<file path="config.mk">
export PLATFORM = sky130hd
export DESIGN_NAME = sent_rx_pulse_decode
export DESIGN_NICKNAME = d
export VERILOG_FILES = /design/src/rtl/sent_rx_pulse_decode_pkg.sv /design/src/rtl/sent_rx_edge_detect.sv /design/src/rtl/sent_rx_pulse_decode.sv
export SDC_FILE = /design/constraint.sdc
export NUM_CORES = 1
export LEC_CHECK = 0
export ABC_AREA = 1
export CAP_MARGIN = 20
export CORE_MARGIN = 2
export CORE_UTILIZATION = 45
export CTS_BUF_LIST = sky130_fd_sc_hd__clkbuf_2 sky130_fd_sc_hd__clkbuf_4 sky130_fd_sc_hd__clkbuf_8
export DETAILED_ROUTE_END_ITERATION = 12
export GPL_TIMING_DRIVEN = 0
export PLACE_DENSITY = 0.71
export SLEW_MARGIN = 20
export SYNTH_ARGS = -nofsm -noshare
export SYNTH_HDL_FRONTEND = slang
export SYNTH_SLANG_ARGS = --single-unit
export TNS_END_PERCENT = 1
</file>
<file path="constraint.sdc">
create_clock -name clk -period 2.5 [get_ports clk]
set_clock_uncertainty 0.05 [all_clocks]
set_input_delay 0.25 -clock clk [delete_from_list [all_inputs] [get_ports clk]]
set_output_delay 0.25 -clock clk [all_outputs]
set_load 0.01 [all_outputs]
</file>
<file path="src/rtl/sent_rx_pulse_decode_pkg.sv">
// Shared SENT receiver constants, FSM state encoding and period-window helper.
package sent_pkg;

    typedef enum logic [2:0] {
        ST_IDLE,
        ST_HUNT,
        ST_NIBBLES,
        ST_PAUSE,
        ST_WAIT_SYNC
    } state_e;

    localparam int SYNC_TICKS  = 56;
    localparam int NIBBLE_BASE = 12;
    localparam int NIBBLE_MAX  = 27;
    localparam int PAUSE_MIN   = 12;
    localparam int PAUSE_MAX   = 768;
    localparam int CNT_MAX     = 1023;

    localparam logic [1:0] ERR_NIBBLE  = 2'd0;
    localparam logic [1:0] ERR_SYNC    = 2'd1;
    localparam logic [1:0] ERR_PAUSE   = 2'd2;
    localparam logic [1:0] ERR_TIMEOUT = 2'd3;

    function automatic logic in_window(input logic [10:0] v, input int lo, input int hi);
        return (int'(v) >= lo) && (int'(v) <= hi);
    endfunction

endpackage

</file>
<file path="src/rtl/sent_rx_edge_detect.sv">
// Two-flop synchronizer for the SENT line plus a registered falling-edge strobe.
module sent_rx_edge_detect (
    input  logic clk,
    input  logic reset,
    input  logic data_pulse,
    output logic fall
);

    logic meta_q, meta_d;
    logic sync_q, sync_d;
    logic prev_q, prev_d;
    logic fall_q, fall_d;

    always_comb begin
        meta_d = data_pulse;
        sync_d = meta_q;
        prev_d = sync_q;
        fall_d = prev_q & ~sync_q;
    end

    // Idle SENT line is high, so the history flops reset to 1 to avoid a false edge.
    always_ff @(posedge clk) begin
        if (reset) begin
            meta_q <= 1'b1;
            sync_q <= 1'b1;
            prev_q <= 1'b1;
            fall_q <= 1'b0;
        end else begin
            meta_q <= meta_d;
            sync_q <= sync_d;
            prev_q <= prev_d;
            fall_q <= fall_d;
        end
    end

    assign fall = fall_q;

endmodule

</file>
<file path="src/rtl/sent_rx_pulse_decode.sv">
// SENT fast-channel receiver: measures falling-edge periods in ticks and decodes
// sync, status/data/CRC nibbles and the optional pause into registered strobes.
module sent_rx_pulse_decode
    import sent_pkg::*;
#(
    parameter int NUM_DATA = 6,
    parameter int SYNC_TOL = 1
) (
    input  logic       clk,
    input  logic       reset,
    input  logic       ticks,
    input  logic       enable,
    input  logic       optional_pause,
    input  logic       data_pulse,
    output logic       nibble_valid,
    output logic [3:0] nibble_data,
    output logic [3:0] nibble_idx,
    output logic       sync_valid,
    output logic       frame_done,
    output logic       err,
    output logic [1:0] err_code
);

    localparam logic [3:0] CRC_IDX = 4'(NUM_DATA + 1);

    logic fall;

    sent_rx_edge_detect u_edge (
        .clk        (clk),
        .reset      (reset),
        .data_pulse (data_pulse),
        .fall       (fall)
    );

    state_e     state_q, state_d;
    logic [9:0] cnt_q, cnt_d;
    logic [3:0] nib_cnt_q, nib_cnt_d;
    logic       nibble_valid_q, nibble_valid_d;
    logic [3:0] nibble_data_q, nibble_data_d;
    logic [3:0] nibble_idx_q, nibble_idx_d;
    logic       sync_valid_q, sync_valid_d;
    logic       frame_done_q, frame_done_d;
    logic       err_q, err_d;
    logic [1:0] err_code_q, err_code_d;

    // The tick arriving on the edge cycle belongs to the period that just ended.
    logic [10:0] period;
    logic        sync_ok, nib_ok, pause_ok;

    assign period   = {1'b0, cnt_q} + {10'd0, ticks};
    assign sync_ok  = in_window(period, SYNC_TICKS - SYNC_TOL, SYNC_TICKS + SYNC_TOL);
    assign nib_ok   = in_window(period, NIBBLE_BASE, NIBBLE_MAX);
    assign pause_ok = in_window(period, PAUSE_MIN, PAUSE_MAX);

    always_comb begin
        state_d        = state_q;
        cnt_d          = cnt_q;
        nib_cnt_d      = nib_cnt_q;
        nibble_valid_d = 1'b0;
        sync_valid_d   = 1'b0;
        frame_done_d   = 1'b0;
        err_d          = 1'b0;
        nibble_data_d  = nibble_data_q;
        nibble_idx_d   = nibble_idx_q;
        err_code_d     = err_code_q;

        if (fall)
            cnt_d = '0;
        else if (ticks && cnt_q != 10'(CNT_MAX))
            cnt_d = cnt_q + 10'd1;

        if (!enable) begin
            state_d = ST_IDLE;
            cnt_d   = '0;
        end else if (state_q != ST_IDLE && cnt_q == 10'(CNT_MAX)) begin
            err_d      = 1'b1;
            err_code_d = ERR_TIMEOUT;
            state_d    = ST_IDLE;
            cnt_d      = '0;
        end else if (fall) begin
            unique case (state_q)
                ST_IDLE: state_d = ST_HUNT;
                ST_HUNT: begin
                    if (sync_ok) begin
                        sync_valid_d = 1'b1;
                        nib_cnt_d    = '0;
                        nibble_idx_d = '0;
                        state_d      = ST_NIBBLES;
                    end
                end
                ST_NIBBLES: begin
                    if (nib_ok) begin
                        nibble_valid_d = 1'b1;
                        nibble_data_d  = period[3:0] - 4'(NIBBLE_BASE);
                        nibble_idx_d   = nib_cnt_q;
                        nib_cnt_d      = nib_cnt_q + 4'd1;
                        if (nib_cnt_q == CRC_IDX) begin
                            frame_done_d = 1'b1;
                            state_d      = optional_pause ? ST_PAUSE : ST_WAIT_SYNC;
                        end
                    end else begin
                        err_d      = 1'b1;
                        err_code_d = ERR_NIBBLE;
                        state_d    = ST_HUNT;
                    end
                end
                ST_PAUSE: begin
                    if (pause_ok) begin
                        state_d = ST_WAIT_SYNC;
                    end else begin
                        err_d      = 1'b1;
                        err_code_d = ERR_PAUSE;
                        state_d    = ST_HUNT;
                    end
                end
                ST_WAIT_SYNC: begin
                    if (sync_ok) begin
                        sync_valid_d = 1'b1;
                        nib_cnt_d    = '0;
                        nibble_idx_d = '0;
                        state_d      = ST_NIBBLES;
                    end else begin
                        err_d      = 1'b1;
                        err_code_d = ERR_SYNC;
                        state_d    = ST_HUNT;
                    end
                end
                default: state_d = ST_IDLE;
            endcase
        end else if (state_q == ST_IDLE) begin
            cnt_d = '0;
        end
    end

    always_ff @(posedge clk) begin
        if (reset) begin
            state_q        <= ST_IDLE;
            cnt_q          <= '0;
            nib_cnt_q      <= '0;
            nibble_valid_q <= 1'b0;
            nibble_data_q  <= '0;
            nibble_idx_q   <= '0;
            sync_valid_q   <= 1'b0;
            frame_done_q   <= 1'b0;
            err_q          <= 1'b0;
            err_code_q     <= '0;
        end else begin
            state_q        <= state_d;
            cnt_q          <= cnt_d;
            nib_cnt_q      <= nib_cnt_d;
            nibble_valid_q <= nibble_valid_d;
            nibble_data_q  <= nibble_data_d;
            nibble_idx_q   <= nibble_idx_d;
            sync_valid_q   <= sync_valid_d;
            frame_done_q   <= frame_done_d;
            err_q          <= err_d;
            err_code_q     <= err_code_d;
        end
    end

    assign nibble_valid = nibble_valid_q;
    assign nibble_data  = nibble_data_q;
    assign nibble_idx   = nibble_idx_q;
    assign sync_valid   = sync_valid_q;
    assign frame_done   = frame_done_q;
    assign err          = err_q;
    assign err_code     = err_code_q;

endmodule

</file>
## Word level (Yosys, flattened, before mapping)

Cells that the tools add are included.

| storage, ports and cells | value |
|---|---|
| register bits | 35 |
| output and inout bits | 14 |
| word-level logic and storage cells | 96 |

| operators by class | value |
|---|---|
| add/sub/neg operators | 4 |
| order comparisons | 5 |
| equal/unequal tests | 14 |
| muxes and demuxes | 31 |
| bitwise gates (word level) | 8 |
| reduce and logical (&&, ||, !) cells | 20 |

Operator list:

| kind | count |
|---|---|
| $mux W10 | 4 |
| $pmux W4 S2 | 2 |
| $mux W3 | 5 |
| $pmux W3 S5 | 1 |
| $mux W2 | 6 |
| $mux W4 | 3 |
| $ne A3 B3 Y1 const B | 4 |
| $reduce_and A6 Y1 | 2 |
| $add A10 B1 Y11 | 1 |
| $ge A11 B4 Y1 const B | 1 |
| $ge A11 B6 Y1 const B | 1 |
| $le A11 B10 Y1 const B | 1 |
| $le A11 B5 Y1 const B | 1 |
| $le A11 B6 Y1 const B | 1 |
| $add A10 B1 Y10 const B | 1 |
| $eq A10 B10 Y1 const B | 1 |
| $ne A10 B10 Y1 const B | 1 |
| $reduce_or A5 Y1 | 2 |
| $mux W1 | 8 |
| $not A1 Y1 | 7 |
| $eq A3 B2 Y1 const B | 2 |
| $pmux W2 S3 | 1 |
| $reduce_or A6 Y1 | 1 |
| $logic_and A1 B1 Y1 | 5 |
| other kinds (17) | 20 |

## Depth between registers and ports, before layout

Gate-level depths: netlist (run 1).

| depth | value |
|---|---|
| word-level depth | 7 |
| depth in mapped cells | 21 |
| depth with buffers taken out | 21 |

## By module

From an unflattened synthesis (run 1), not the netlist that was laid out.

| unflattened totals | value |
|---|---|
| cells, all modules | 340 |
| area, all modules | 2280.9 µm² |

Modules (own cells, without submodules):

| module | times used | cells each | area an instance (µm²) | sequential area each (µm²) |
|---|---|---|---|---|
| sent_rx_pulse_decode | 1 | 330 | 2170.8 | 620.6 |
| sent_rx_edge_detect | 1 | 10 | 110.1 | 80.1 |

## Worst setup path before layout (run 1)

Ideal clock, no wire load.

| timing path | value |
|---|---|
| path type | register -> register |
| from | register cnt_q[0] |
| to | register nibble_idx_q[0] (netlist: nibble_idx[0]) |
| setup time | 0.136 ns |
| arrival | 2.163 ns |
| data required time | 2.314 ns |
| setup slack | 0.151 ns |
| stages on the path, launching flop included | 21 |
| cells stage by stage | dfxtp_1 ha_1 nand2_2 nor2_2 inv_2 nand2_1 nand2_1 inv_1 ha_1 inv_1 nor2_1 nand4_1 nor2_1 nand2_1 nand2_2 and2_4 nor2_4 nor2_4 nand2_4 nand2_2 a21oi_2 |

| between the ends | value |
|---|---|
| cells in the longest elaborated chain, start to end | 5 |
| elaborated cells on any way between the ends | 13 |

RTL lines:

| element | line | source |
|---|---|---|
| start: declaration | sent_rx_pulse_decode.sv:36 | `logic [9:0] cnt_q, cnt_d;` |
| start signal: assignment | sent_rx_pulse_decode.sv:149 | `cnt_q <= cnt_d;` |
| $add A10 B1 Y11 | sent_rx_pulse_decode.sv:50 | `assign period = {1'b0, cnt_q} + {10'd0, ticks};` |
| $ge A11 B4 Y1, or another cell as far along | sent_rx_pulse_decode_pkg.sv:25 | `return (int'(v) >= lo) && (int'(v) <= hi);` |
| $logic_and A1 B1 Y1 | sent_rx_pulse_decode_pkg.sv:25 |  |
| $ne A2 B2 Y1 (no line) or $ne A2 B1 Y1 (tied branches) | -- |  |
| $reduce_and A6 Y1 (no line) (*) | -- |  |
| end signal: assignment | sent_rx_pulse_decode.sv:153 | `nibble_idx_q <= nibble_idx_d;` |
| end: declaration | sent_rx_pulse_decode.sv:40 | `logic [3:0] nibble_idx_q, nibble_idx_d;` |

Mark *: on every way between the ends. The rest lies on a longest branch, timed or not.
A chain may end at the register's enable or synchronous reset.

## Final worst setup path (run 1)

| timing path | value |
|---|---|
| from | register cnt_q[0] |
| to | register state_q[0] |

| between the ends | value |
|---|---|
| cells in the longest elaborated chain, start to end | 5 |
| elaborated cells on any way between the ends | 19 |

RTL lines:

| element | line | source |
|---|---|---|
| $add A10 B1 Y11 | sent_rx_pulse_decode.sv:50 |  |
| $ge A11 B6 Y1, or another cell as far along | sent_rx_pulse_decode_pkg.sv:25 |  |
| $logic_and A1 B1 Y1 | sent_rx_pulse_decode_pkg.sv:25 |  |
| $mux W2, or another cell as far along | sent_rx_pulse_decode.sv:117 | `if (sync_ok) begin` |
| $pmux W3 S5 or $reduce_and A3 Y1 (tied branches) | -- |  |
| end signal: assignment | sent_rx_pulse_decode.sv:148 | `state_q <= state_d;` |
| end: declaration | sent_rx_pulse_decode.sv:35 | `state_e state_q, state_d;` |

Several ways; a longest one is shown, not always the timed one.

==> results.toml, run 1 <==
[sta]
finalSetupViolCount = 0
max_freq_ghz = 0.415
hold_slack_ns = 0.360
hold_viol = 0
period_minus_slack_ns = 2.41
fin_crit_sh_pct = 96.3
tns_ns = 0
post-route-worst-setup-slack_ns = 0.0914
max_slew_margin_pct = 49.7
rsz0062_at_grt = "yes"
drv_slew = 0
worst_pin_slew_ns = 0.749

[worst_setup_path]
slowest_delay_ns = 0.37
cp-end-kind = "register"
crit_required_ns = 2.63
crit_type = "register to register"
crit_fanout = 4
worstPathCellList = "ha_4 -> nand2_4 -> nor2_4 -> inv_2 -> nand2_2 -> nand2_2 -> inv_2 -> ha_4 -> inv_1 -> nor2_2 -> nand4_1 -> nor2_1 -> nand2_1 -> nand2_2 -> buf_4 -> nand4_1 -> nand2_1 -> nor2_2 -> o21ai_1 -> a21oi_1"
cpMaxStageDelayCell = "dfxtp_4"
worstPathArrival_ns = 2.54
crit_top_cell = "nand2_2"
start_kind = "register"
timing.rr.start = "cnt_q[0]"
startpoint = "cnt_q[0]"

[synthesis]
yosysTopAreaCell = "dfxtp_1"
yosysWarnings = 0
syn_area_sq_mm = 0.00232
ys_types = 30
yosys-top-cells-area = "dfxtp_1 30%, nand2_1 12%, inv_1 7.0%"
ys_seq_area_share_pct = 30.2
syn_area_per_cell_sq_um = 6.66
synth_cells = 348
yosys.area.top_type_share_pct = 30.2
syn_nets = 362
ys_seq_elements = 35

[grt]
antenna_found_initial = 0
grt_pass1_vias = 2007
grt.overflow.total = 0
grt_max_degree = 13
track_usage_pct = 20.7
grt_pass1_wl_mm = 9.09

[routing]
drc_errors = 0
drt-vias-per-instance = 5.07
ant_nets = 0
dr.first_iter.drc_count = 168
totalWireLength_mm = 5.57
drt_pass1_iterations = 5
num_vias = 2300
wl_per_cell_um = 12.3

[placement]
port_buffers = 19
place.gp.congestion = 0.944
dp.cells = 437
dp.final_hpwl_mm = 4.10
place_area_sq_mm = 0.00260
place_ws_ns = -0.622

[clock_network]
cts_buffers = 5
cts_tree = "done"
cts-root-buf = "clkbuf_8"
cts_max_level = 2
clk_latency_ns = 0.29
clockBufferDepth = 2
clk_pin_slew_ns = 0.08
cts_hold_buf = 0
cts_sinks = 35

[worst_hold_path]
hp-class = "register to register"
min_from = "u_edge.prev_q"

[layout]
postLayoutCoreUtil_pct = 57.2
nFillCells = 466
syn_to_final_growth_pct = 24.4
n_antenna_cell = 0
layout_common_cells = "70 x nand2_1, 42 x inv_1, 39 x nor2_1, 33 x dfxtp_1, 28 x nand3_1"
num-nets-final = 397
layout-drive-gt1-share_pct = 23.4
final_common_cell = "nand2_1"
stdcell_count = 454
final_area_sq_mm = 0.00288

[job]
drv_cap = 0

[floorplan]
die_h_um = 75.8
rows = 26
dieArea_sq_mm = 0.00574
initial_core_util_pct = 46.0
coreArea_sq_mm = 0.00504
die_x_um = 75.8
io_pins = 20

[power]
irDropWorstVdd_uv = 251
pwr_density_cell_mw_per_mm2 = 384
power_mw = 1.11
p_leak_nw = 1.18

[status]
status = "complete, no violations"
## cells by family after synthesis
family | Yosys count | synth area share, %
AO/OA/AOI/OAI | 43 | 11.0
XOR/XNOR | 3 | 1.13
adder cells (fa/ha/maj) | 8 | 4.32
buffers and inverters | 50 | 8.42
flip-flops | 35 | 30.2
AND/OR/NAND/NOR | 209 | 45.0
## final cells by class
class	instances	area (sq um)	area share, %
tap	70	87.6	3.04
timing repair buffer	28	260	9.02
sequential	35	706	24.5
clock inverter	3	43.8	1.52
multi-input combinational	263	1520	52.8
buffer	3	18.8	0.651
clock buffer	5	68.8	2.39
inverter	47	176	6.12
## routing by layer
metal	track usage [%]	vias up	wire length, um
li1	-	1194	-
met1	30.0	1040	2700
met5	0	-	0
met4	5.26	0	61
met2	31.5	60	2540
met3	3.70	6	267
## power by group
group | internal, mW | switching, mW | total [mW]
clock network | 0.297 | 0.216 | 0.513
logic | 0.0141 | 0.0204 | 0.0345
registers | 0.559 | 0.00179 | 0.560
## repair_timing
action                                  4_1_cts  5_1_grt
endpoints found under the hold margin         0        0
endpoints found under the setup margin       19       24
cloned                                        1        0
pin swaps                                     7        8
buffers inserted                              7        1
gates resized for setup                       7       24
## state kept, by name (all words and copies together), names as in the netlist
| signal | count |
|---|---|
| nibble_idx | 4 |
| nibble_valid | 1 |
| sync_valid | 1 |
| u_edge.prev_q | 1 |
| nibble_data | 4 |
| nib_cnt_q | 4 |
| cnt_q | 10 |
| state_q | 3 |
| u_edge.meta_q | 1 |
| u_edge.prev_d | 1 |
| frame_done | 1 |
| err_code | 2 |
| u_edge.fall | 1 |
| err | 1 |
## synthesized netlist by cell type
master    number
o21ai_2        1
nand2_1       75
buf_6          1
nand3_4        1
nand3_1       30
nand4_1        7
and2_4         1
nor2_2         6
dfxtp_1       35
a21oi_1       17
nand2_2       19
o21ai_1        2
nor3_1         9
o21ai_0       13
or2_2          3
inv_2          4
clkbuf_1       2
a211oi_1       2
nand3_2        3
ha_1           8
nand2_4        2
nor4_1         2
xor2_1         3
nor2_1        42
a21oi_2        6
nand3b_1       1
a311oi_1       1
a221oi_1       1
inv_1         43
nor2_4         8
## worst max-delay path: cells and delay by family (launching register included)
kind                     cells  cell delay, ns
AO/OA/AOI/OAI                2            0.18
AND/OR/NAND/NOR             12            1.13
adder cells (fa/ha/maj)      2            0.26
buffers and inverters        4            0.30
flip-flops                   1            0.37
## path summary, 6_finish.rpt
kind | slack [ns] | end | cells after the start
setup / recovery | 0.09 | state_q[0] | 20
setup reg to reg | 0.09 | state_q[0] | 20
hold reg to reg | 0.36 | u_edge.fall | 2
hold / removal | 0.36 | u_edge.fall | 2
Power figures use the tool's default switching activity.
==> inputs of run 2 (changes only) <==
Settings changed: CAP_MARGIN 20 to 10, SLEW_MARGIN 20 to 0.
==> results of run 2 <==
No change in the layout: final DEF, timing and power equal those of run 1.
==> inputs of run 3 (changes only) <==
Settings changed: CORE_UTILIZATION 45 to 30, PLACE_DENSITY 0.71 to 0.53.
==> results.toml, run 3 (synthesis gave the netlist of run 1 again) <==
[status]
status = "complete, no violations"

[layout]
largest_reg_flops = 10
layout-drive-gt1-share_pct = 24.7
nFillCells = 828
stdcell_count = 487
syn_to_final_growth_pct = 26.0
n_antenna_cell = 0
multi_input_area_sq_mm = 0.00153
num-nets-final = 398
layout_common_cells = "72 x nand2_1, 40 x inv_1, 39 x nor2_1, 33 x dfxtp_1, 28 x nand3_1"
regMostFlops = "cnt_q"
final_common_cell = "nand2_1"
ff_latch_area_sq_um = 706

[placement]
dp.cells = 469
place_ws_ns = -0.612
place.gp.congestion = 0.862
dp.final_hpwl_mm = 4.30
port_buffers = 19

[floorplan]
die_x_um = 91.9
dieArea_sq_mm = 0.00845
rows = 32
io_pins = 20
coreArea_sq_mm = 0.00761
die_h_um = 91.9
initial_core_util_pct = 30.5

[sta]
max_freq_ghz = 0.414
hold_viol = 0
fin_crit_sh_pct = 96.6
period_minus_slack_ns = 2.41
max_slew_margin_pct = 49.6
finalSetupViolCount = 0
post-route-worst-setup-slack_ns = 0.0855
tns_ns = 0
worst_pin_slew_ns = 0.751
rsz0062_at_grt = "yes"
drv_slew = 0
hold_slack_ns = 0.351

[worst_setup_path]
cp-end-kind = "register"
crit_type = "register to register"
crit_fanout = 6
worstPathArrival_ns = 2.52
crit_required_ns = 2.61
start_kind = "register"

[grt]
track_usage_pct = 14.4
grt.overflow.total = 0
antenna_found_initial = 0
grt_pass1_vias = 2198
grt_pass1_wl_mm = 9.89
grt_max_degree = 12

[clock_network]
cts_tree = "done"
clockBufferDepth = 2
clk_latency_ns = 0.29
cts_max_level = 2
cts_hold_buf = 0
cts_sinks = 35
clk_pin_slew_ns = 0.08
cts-root-buf = "clkbuf_8"
cts_buffers = 5

[routing]
dr.first_iter.drc_count = 147
totalWireLength_mm = 5.69
drt-vias-per-instance = 4.60
drt_pass1_iterations = 4
num_vias = 2241
wl_per_cell_um = 11.7
ant_nets = 0
drc_errors = 0

[worst_hold_path]
hp-class = "register to register"

[job]
drv_cap = 0

[power]
irDropWorstVdd_uv = 198
pwr_density_cell_mw_per_mm2 = 349
p_leak_nw = 1.17
[run 3: cell types whose count changed in the layout (fill, tap and decap cells not counted), moves of 2 or more]
| cell | previous run | this run |
|---|---|---|
| nand2_1 | 70 | 72 |
| nand2_2 | 22 | 19 |
| o21ai_0 | 12 | 9 |
| inv_1 | 42 | 40 |
| a21oi_1 | 17 | 15 |
| o21ai_2 | 0 | 3 |
| a21oi_2 | 6 | 8 |
[run 3: where the power goes]
part           internal, mW  leakage (nW)  switching [mW]
registers             0.559         0.284         0.00167
logic                0.0142         0.837          0.0215
clock network         0.206        0.0446           0.219
total                 0.778          1.17           0.242
[run 3: worst max-delay path, stage by stage (launching register included)]
cell and delay (ns):
dfxtp_4 0.38, ha_1 0.22, inv_1 0.08, nor2_2 0.18, nand4_1 0.13, nand2_2 0.12
nand2_2 0.08, nor2_2 0.19, nand2_1 0.10, nand2_2 0.12, and2_4 0.18, nor2_4 0.04
nor2_4 0.16, nand2_4 0.11, nand2_2 0.09, a21oi_2 0.04
[run 3: area by class of cell]
type | count | area share [%]
multi-input combinational | 263 | 52.5
sequential | 35 | 24.2
timing repair buffer | 29 | 9.16
inverter | 47 | 6.12
tap | 102 | 4.37
clock buffer | 6 | 2.61
buffer | 3 | 0.642
clock inverter | 2 | 0.428
[run 3: routing by layer]
metal / global-route usage (%) / vias to the layer above / part of all wire (%)
li1: - / 1195 / -
met1: 19.1 / 996 / 49
met5: 0 / - / 0
met3: 2.79 / 11 / 3.9
met2: 22.1 / 39 / 44
met4: 7.21 / 0 / 2.8
[run 3: repair_timing]
| item | 4_1_cts | 5_1_grt |
|---|---|---|
| gates resized for setup | 8 | 30 |
| endpoints found under the setup margin | 22 | 21 |
| buffers inserted | 2 | 8 |
| pin swaps | 3 | 13 |
[run 3: metrics by stage]
stage                     power [mW]  util (%)  area (sq um)
after global placement         0.608      34.7          2640
after detailed placement       0.608      34.7          2640
after CTS                       1.03      36.3          2760
after global routing            1.07      38.4          2920
after floorplan                0.592         -          2320
final                           1.02      38.4          2920
[run 3: worst paths after layout]
| check | start | to | slack, ns | cells after the start |
|---|---|---|---|---|
| worst max-delay path | cnt_q[0] | nibble_idx[0] | 0.09 | 15 |
| worst min-delay path | u_edge.prev_q | u_edge.fall | 0.35 | 2 |
| worst max register to register | cnt_q[0] | nibble_idx[0] | 0.09 | 15 |
| worst min register to register | u_edge.prev_q | u_edge.fall | 0.35 | 2 |
